`config.mk`:
```
export PLATFORM = sky130hd
export DESIGN_NAME = quad_encoder_gen
export DESIGN_NICKNAME = d
export VERILOG_FILES = /design/src/rtl/quad_encoder_gen.sv
export SDC_FILE = /design/constraint.sdc
export NUM_CORES = 1
export LEC_CHECK = 0
export CAP_MARGIN = 40
export CELL_PAD_IN_SITES_DETAIL_PLACEMENT = 2
export CELL_PAD_IN_SITES_GLOBAL_PLACEMENT = 2
export CORE_UTILIZATION = 35
export CTS_CLUSTER_DIAMETER = 200
export CTS_CLUSTER_SIZE = 20
export DETAILED_ROUTE_END_ITERATION = 10
export GPL_TIMING_DRIVEN = 0
export PLACE_DENSITY = 0.92
export SYNTH_ARGS = -nofsm -noshare
export SYNTH_HDL_FRONTEND = slang
export SYNTH_SLANG_ARGS = --single-unit
```
`constraint.sdc`:
```
create_clock -name clk -period 3.25 [get_ports clk]
set_input_delay 0.325 -clock clk [delete_from_list [all_inputs] [get_ports clk]]
set_output_delay 0.325 -clock clk [all_outputs]
set_load 0.02 [all_outputs]
```
`src/rtl/quad_encoder_gen.sv`:
```
// rtl/quad_encoder_gen.sv - quadrature A/B/Z generator driven by relative move commands
// Optional QUAD_SKIP_INJECT_EN adds inject_skip for double-step (skipped state) injection.
module quad_encoder_gen #(
    parameter int WIDTH = 16,
    parameter int CPR   = 1024
) (
    input  logic             clk,
    input  logic             rst_n,
    input  logic             cmd_valid,
    output logic             cmd_ready,
    input  logic [WIDTH-1:0] cmd_delta,
    input  logic [WIDTH-1:0] cmd_period,
    input  logic             stop,
`ifdef QUAD_SKIP_INJECT_EN
    input  logic             inject_skip,
`endif
    output logic             a,
    output logic             b,
    output logic             z,
    output logic [WIDTH-1:0] pos,
    output logic             busy,
    output logic             done
);
    localparam int             IW      = $clog2(CPR);
    localparam logic [IW-1:0]  IDX_MAX = IW'(CPR - 1);
    localparam logic [WIDTH:0] REM1    = {{WIDTH{1'b0}}, 1'b1};
    localparam logic [WIDTH:0] REM2    = {{(WIDTH-1){1'b0}}, 2'b10};

    typedef enum logic {IDLE, RUN} state_t;
    state_t state, state_n;

    logic [1:0]       ph, ph_n;
    logic [IW-1:0]    idx, idx_1, idx_n;
    logic [WIDTH:0]   rem, mag;
    logic [WIDTH-1:0] period_r, timer, per_in, pos_n, stp;
    logic             dir, accept, tick, dbl, last, z_n;

    function automatic logic [IW-1:0] idx_step(input logic [IW-1:0] i, input logic fwd);
        if (fwd)
            return (i == IDX_MAX) ? '0 : i + 1'b1;
        else
            return (i == '0) ? IDX_MAX : i - 1'b1;
    endfunction

    // Magnitude needs one extra bit so the most negative delta is representable.
    always_comb begin
        mag    = cmd_delta[WIDTH-1] ? ({1'b0, ~cmd_delta} + 1'b1) : {1'b0, cmd_delta};
        per_in = (cmd_period == '0) ? {{(WIDTH-1){1'b0}}, 1'b1} : cmd_period;
        accept = (state == IDLE) && cmd_valid;
        tick   = (state == RUN) && !stop && (timer == '0);
`ifdef QUAD_SKIP_INJECT_EN
        dbl    = tick && inject_skip && (rem > REM1);
`else
        dbl    = 1'b0;
`endif
        last   = tick && (dbl ? (rem == REM2) : (rem == REM1));
        stp    = {{(WIDTH-2){1'b0}}, dbl, ~dbl};
        ph_n   = dir ? (ph + {dbl, ~dbl}) : (ph - {dbl, ~dbl});
        pos_n  = dir ? (pos + stp) : (pos - stp);
        idx_1  = idx_step(idx, dir);
        idx_n  = dbl ? idx_step(idx_1, dir) : idx_1;
        // Index marks landing on, or a double step passing through, count zero.
        z_n    = (idx_n == '0) || (dbl && (idx_1 == '0));
    end

    always_ff @(posedge clk or negedge rst_n) begin
        if (!rst_n)
            state <= IDLE;
        else
            state <= state_n;
    end

    always_comb begin
        state_n   = state;
        cmd_ready = 1'b0;
        busy      = 1'b0;
        case (state)
            IDLE: begin
                cmd_ready = 1'b1;
                if (accept && (mag != '0))
                    state_n = RUN;
            end
            RUN: begin
                busy = 1'b1;
                if (stop || last)
                    state_n = IDLE;
            end
            default: state_n = IDLE;
        endcase
    end

    always_ff @(posedge clk or negedge rst_n) begin
        if (!rst_n) begin
            ph       <= 2'b00;
            a        <= 1'b0;
            b        <= 1'b0;
            z        <= 1'b0;
            pos      <= '0;
            idx      <= '0;
            rem      <= '0;
            dir      <= 1'b0;
            period_r <= '0;
            timer    <= '0;
            done     <= 1'b0;
        end else begin
            done <= 1'b0;
            if (accept) begin
                rem      <= mag;
                dir      <= ~cmd_delta[WIDTH-1];
                period_r <= per_in;
                timer    <= per_in - 1'b1;
                if (mag == '0)
                    done <= 1'b1;
            end else if (state == RUN) begin
                if (stop) begin
                    done <= 1'b1;
                end else if (timer == '0) begin
                    ph    <= ph_n;
                    a     <= ph_n[1];
                    b     <= ph_n[1] ^ ph_n[0];
                    pos   <= pos_n;
                    idx   <= idx_n;
                    z     <= z_n;
                    rem   <= rem - (dbl ? REM2 : REM1);
                    timer <= period_r - 1'b1;
                    if (last)
                        done <= 1'b1;
                end else begin
                    timer <= timer - 1'b1;
                end
            end
        end
    end
endmodule

```
==> results of run 1 <==
==> Yosys cell counts, types with 7 or more instances <==
library cell / n
a211oi_1: 8
a21oi_1: 29
a31oi_1: 14
and3_1: 7
clkbuf_1: 26
dfrtp_1: 82
ha_1: 20
inv_1: 14
nand2_1: 121
nand2b_1: 7
nand3_1: 17
nor2_1: 42
nor3_1: 18
nor4_1: 16
o211ai_1: 18
o21ai_0: 73
or3_1: 10
or4_1: 10
xnor2_1: 26
xor2_1: 23
==> critical path: stages, from the launching register on <==
cell,delay [ns]
dfrtp_1,0.46
nand2b_2,0.28
buf_2,0.22
buf_2,0.22
nand2_1,0.10
o211ai_1,0.20
nor4_4,0.52
nand4b_4,0.27
or4_1,0.59
a31oi_1,0.21
==> final cells by class <==
class	count	area (µm²)	area share [%]
Multi-Input combinational cell	535	3320	49.4
Sequential cell	82	2050	30.6
Timing Repair Buffer	61	618	9.21
Tap cell	211	264	3.93
Clock buffer	13	240	3.58
Buffer	31	121	1.81
Inverter	14	56.3	0.839
Clock inverter	3	40.0	0.596
Timing Repair inverter	1	5.00	0.0745
==> metal layers <==
metal  vias to the layer above  track usage (%)  wire (µm)
li1                       2562                -          -
met1                      2951             35.2       9310
met2                       210             50.9      11600
met3                        78             4.52        891
met4                         0             15.8        991
met5                         -                0          0
==> worst max-delay path by stage <==
stage                         endpoint  slack (ns)  cells after the start  startpoint
after floorplan              timer[14]        0.59                     11       state
after global placement    period_r[13]       -1.31                      1       rst_n
after detailed placement     timer[14]       -0.49                     12   cmd_valid
after CTS                      rem[15]        0.04                      8    timer[6]
after global routing           rem[14]       -0.05                      8   cmd_valid
final                        timer[11]        0.09                      9       state
==> state kept, by name, summed over array words and instances (netlist names) <==
name / flops
rem: 17
period_r: 16
pos: 16
timer: 16
idx: 10
a: 1
b: 1
dir: 1
done: 1
ph: 1
state: 1
z: 1
==> through the flow <==
| step | std cells | cell area, µm² |
|---|---|---|
| 3_3_place_gp | 929 | 6310 |
| 3_5_place_dp | 930 | 6330 |
| 6_report | 951 | 6710 |
| 2_1_floorplan | 662 | 5480 |
| 5_1_grt | 951 | 6710 |
| 4_1_cts | 950 | 6660 |
==> placed cells by master (no fill, tap or decap), types with 7 or more instances in the layout <==
master / Yosys / routed
nand3_1: 17 / 17
o211ai_1: 18 / 18
nand2_1: 121 / 119
clkbuf_1: 26 / 29
a31oi_1: 14 / 14
a21oi_1: 29 / 29
or3_1: 10 / 10
a211oi_1: 8 / 7
ha_1: 20 / 20
and3_1: 7 / 7
or4_1: 10 / 10
nor4_1: 16 / 14
nor3_1: 18 / 16
xnor2_1: 26 / 26
xor2_1: 23 / 23
o21ai_0: 73 / 73
dfrtp_1: 82 / 82
clkbuf_16: 0 / 9
inv_1: 14 / 13
nor2_1: 42 / 41
clkdlybuf4s50_1: 0 / 55
==> report_power, final <==
group	switching [mW]	leakage, nW	internal [mW]
clock	0.475	0.138	0.596
sequential	0.243	1.04	1.22
combinational	0.853	1.55	0.483
==> cell families (layout without fill, tap and decap cells) <==
| logic type | Yosys count | count (layout) | synth area share [%] |
|---|---|---|---|
| simple gates | 280 | 280 | 25.2 |
| compound gates | 179 | 179 | 20.2 |
| flops | 82 | 82 | 37.4 |
| xor+xnor | 49 | 49 | 7.83 |
| buf+inv | 45 | 123 | 3.15 |
| fa+ha+maj | 21 | 21 | 4.93 |
| mux | 6 | 6 | 1.19 |
==> repair_timing <==
item	in CTS	in global routing
gates cloned	1	0
pin swaps	0	1
setup buffers	2	1
endpoints found under the hold margin	12	0
setup endpoints to repair	5	36
gates resized for setup	4	11
hold buffers	1	0
==> flow_metrics.tcl, run 1 <==
set metrics [dict create \
    start_kind "register" \
    track_usage_pct 29.4 \
    die_area_mm2 0.0162 \
    drtAntennaViolNets 0 \
    final.min_clock_period_ns 3.16 \
    arrival_ns 3.45 \
    max_freq_ghz 0.316 \
    worst-path-max-fanout 10 \
    grt_pass1_vias 6458 \
    area_delta_synth_final_pct 22.5 \
    hold_class "register to register" \
    powerDensity_mw_per_mm2 576 \
    worstSetupEndpointType "register" \
    period_share_pct 97.3 \
    peakVddDrop_uv 280 \
    synth_seq_cells 82 \
    final_util_pct 44.0 \
    worstMarginPinSlew_ns 0.714 \
    grt_max_degree 44 \
    cts-root-buf "clkbuf_16" \
    die_x_um 127 \
    reg2reg_from "state" \
    netlist_area_mm2 0.00548 \
    fin_total_pwr_mw 3.87 \
    port_buffers 56 \
    syn_nets 719 \
    power_leakage_nw 2.73 \
    globalplace.congestion 0.854 \
    worst_r2r_endpoint "timer[11]" \
    hold_end "period_r[4]" \
    hp-start "period_r[4]" \
    dp_hpwl_um 15100 \
    netlist_instances 662 \
    cts_made_buffers 9 \
    cts.sinks 82 \
    drtIter0Drc 320 \
    die-height_um 127 \
    finalSetupViolCount 0 \
    slew_viol_final 0 \
    finalWorstSetupSlack_ns 0.0889 \
    dr_total_vias 5801 \
    ff2ff_path_depth 9 \
    synth_seq_area_share_pct 37.4 \
    ff2ff_setup_slack_ns 0.09 \
    synth-edff-count 0 \
    synth_area_leaders "dfrtp_1 37%, nand2_1 8.3%, o21ai_0 6.7%" \
    rows 45 \
    whs_ns 0.486 \
    antenna_found_initial 0 \
    netlist.area_leader.share_pct 37.4 \
    core_area_mm2 0.0153 \
    worstPathRequired_ns 3.53 \
    post-place-ws_ns -0.494 \
    yosys.area.top_type "dfrtp_1" \
    clock_latency_ns 0.37 \
    critPathKind "register to register" \
    nNetsFinal 792 \
    vias_per_cell 6.10 \
    finClkSkew_ns 0.0144 \
    diodes 0 \
    grt_pass1_wl_um 36600 \
    clockBufferDepth 2 \
    overflow 0 \
    io_pins 58 \
    slew_headroom_pct 52.4 \
    worstHoldPathCells 2 \
    layout-drive-gt1-share_pct 6.08 \
    firstDrtPassIters 5 \
    drcViolationCount 0 \
    cts-htree-levels 3 \
    wl_per_cell_um 24.0 \
    synth-async-reset-ratio_pct 100 \
    max_cap_violations 0 \
    clk_pin_slew_ns 0.08 \
    hold_violations 0 \
    fillers 1719 \
    outcome "finished clean" \
    yosys_most_used_dff "dfrtp_1" \
    drt-total-wl_um 22800 \
    syn_area_per_cell_um2 8.28 \
    setup_tns_ns 0 \
    cts_tree "done" \
    ys_warn_count 0 \
    grt_setup_unrepaired "true" \
    initial_core_util_pct 35.9 \
    ys_types 60 \
]
No activity file was read; power rests on OpenSTA's default activity.
==> run 2: changes to the inputs <==
Settings changed: CORE_MARGIN set to 5, SETUP_SLACK_MARGIN set to 0.3.
==> run 2 against run 1 <==
Against the previous run: sequential share of layout area decreased by 1.0 points; combinational power increased by 14%; largest cell class unchanged; global-route usage decreased by 2.4 points; fmax increased by 0.13%; clock-buffer cell count unchanged; worst hold slack got worse by 0.11 ns; sequential cell count unchanged; die area increased by 13%; clock skew decreased by 0.0047 ns; sequential power about the same; non-clock buffer count increased by 18; via count increased by 5.8%.
==> flow_metrics.tcl, run 2 (synthesized netlist as in run 1, its figures left out) <==
set metrics [dict create \
    outcome "finished clean" \
    nNetsFinal 810 \
    max_freq_ghz 0.317 \
    worst_r2r_endpoint "timer[15]" \
    cts_made_buffers 9 \
    worst-path-max-fanout 10 \
    start_kind "register" \
    critPathKind "register to register" \
    die_x_um 135 \
    cts-root-buf "clkbuf_16" \
    dp_hpwl_um 15400 \
    final_common_cell "nand2_1" \
    fillers 1675 \
    finClkSkew_ns 0.00978 \
    grt_pass1_wl_um 38500 \
    clk_pin_slew_ns 0.07 \
    period_share_pct 97.1 \
    worstHoldPathCells 3 \
    powerDensity_mw_per_mm2 597 \
    rows 45 \
    seq_area_mm2 0.00206 \
    grt_pass1_vias 6710 \
    vias_per_cell 6.34 \
    multi_input_area_mm2 0.00338 \
    worstPathRequired_ns 3.51 \
    endpoint "timer[15]" \
    track_usage_pct 27.0 \
    hold_violations 0 \
    layout-drive-gt1-share_pct 10.6 \
    cts.sinks 82 \
    power_leakage_nw 2.88 \
    area_delta_synth_final_pct 26.9 \
    diodes 0 \
    clkPwrFrac_pct 27.4 \
    largest_reg_flops 17 \
    ff2ff_path_depth 8 \
    crit_start "timer[15]" \
    ff2ff_setup_slack_ns 0.09 \
    io_pins 58 \
    layout_common_cells "119 x nand2_1, 79 x dfrtp_1, 68 x o21ai_0" \
    peakVddDrop_uv 291 \
    worstSetupEndpointType "register" \
    max_cap_violations 0 \
    worstMarginPinSlew_ns 0.820 \
    combPwrFrac_pct 36.8 \
    initial_core_util_pct 35.9 \
    die_area_mm2 0.0183 \
    drtIter0Drc 561 \
    internal_power_mw 2.44 \
    slew_headroom_pct 44.8 \
    overflow 0 \
    port_buffers 56 \
    regMostFlops "rem" \
    finalSetupViolCount 0 \
    core_area_mm2 0.0153 \
    clockBufferDepth 2 \
    drt-total-wl_um 26900 \
    arrival_ns 3.42 \
    drtAntennaViolNets 0 \
    reg2reg_from "timer[15]" \
    grt_max_degree 45 \
    p_sw_mw 1.72 \
    firstDrtPassIters 5 \
    hold_class "input port to register" \
    cts-htree-levels 3 \
    whs_ns 0.381 \
    grt_setup_unrepaired "true" \
    dr_total_vias 6140 \
    die-height_um 135 \
    final.min_clock_period_ns 3.16 \
    slew_viol_final 0 \
    antenna_found_initial 0 \
    switching_share_pct 41.4 \
    clock_latency_ns 0.36 \
    finalWorstSetupSlack_ns 0.0930 \
    power_frac_seq_pct 35.8 \
    globalplace.congestion 0.881 \
    cts_tree "done" \
    wl_per_cell_um 27.8 \
    post-place-ws_ns -0.454 \
    drcViolationCount 0 \
]
-- run 2: final cells by class --
class                           instances  area share, %
Buffer                                 31           1.91
Clock buffer                           13           3.89
Clock inverter                          2          0.504
Inverter                               14          0.809
Multi-Input combinational cell        535           48.6
Sequential cell                        82           29.6
Tap cell                              211           3.80
Timing Repair Buffer                   79           10.9
Timing Repair inverter                  1         0.0720
-- run 2: worst min-delay path by stage --
| stage | from | endpoint |
|---|---|---|
| final | cmd_period[9] | period_r[9] |
| after global routing | cmd_period[9] | period_r[9] |
| after CTS | period_r[11] | period_r[11] |
| after detailed placement | rst_n | pos[12] |
| after global placement | period_r[11] | period_r[11] |
| after floorplan | rst_n | a |
-- run 2: stage by stage --
step,TNS (ns),total power [mW],util [%],std cells,cell area (µm²)
final,0,4.15,45.6,968,6960
after detailed placement,-2.60,2.62,41.5,930,6330
after floorplan,0,2.16,-,662,5480
after global placement,-107.85,2.46,41.3,929,6310
after global routing,0,4.29,45.6,968,6960
after CTS,0,3.85,44.5,955,6790
-- run 2: timing repair --
| item | 4_1_cts | 5_1_grt |
|---|---|---|
| hold buffers | 1 | 0 |
| setup buffers | 8 | 13 |
| gates cloned | 1 | 0 |
| setup endpoints to repair | 51 | 36 |
| hold endpoints to repair | 38 | 0 |
| pin swaps | 3 | 7 |
| gates resized for setup | 19 | 28 |
-- run 2: worst max-delay path, stage by stage, from the launching register on --
cell and delay, ns:
dfrtp_2 0.47, nor4_2 0.10, nand4_1 0.19, buf_2 0.33
o211ai_1 0.25, or4_4 0.63, or3_1 0.41, or4_1 0.46
nand3_1 0.20
-- run 2: power groups by stage --
stage	logic [mW]	registers, mW	clock network (mW)
after floorplan	0.791	1.37	0
after global placement	1.06	1.41	0
after detailed placement	1.18	1.43	0
after CTS	1.29	1.43	1.12
after global routing	1.62	1.49	1.18
final	1.53	1.49	1.14
-- run 2: layer usage --
metal  global-route usage [%]  part of all wire [%]  vias to the layer above
met5                        0                     0                        -
met4                     13.0                   4.3                        0
met1                     33.0                    39                     3162
met2                     46.5                    51                      287
li1                         -                     -                     2595
met3                     4.27                   5.4                       96
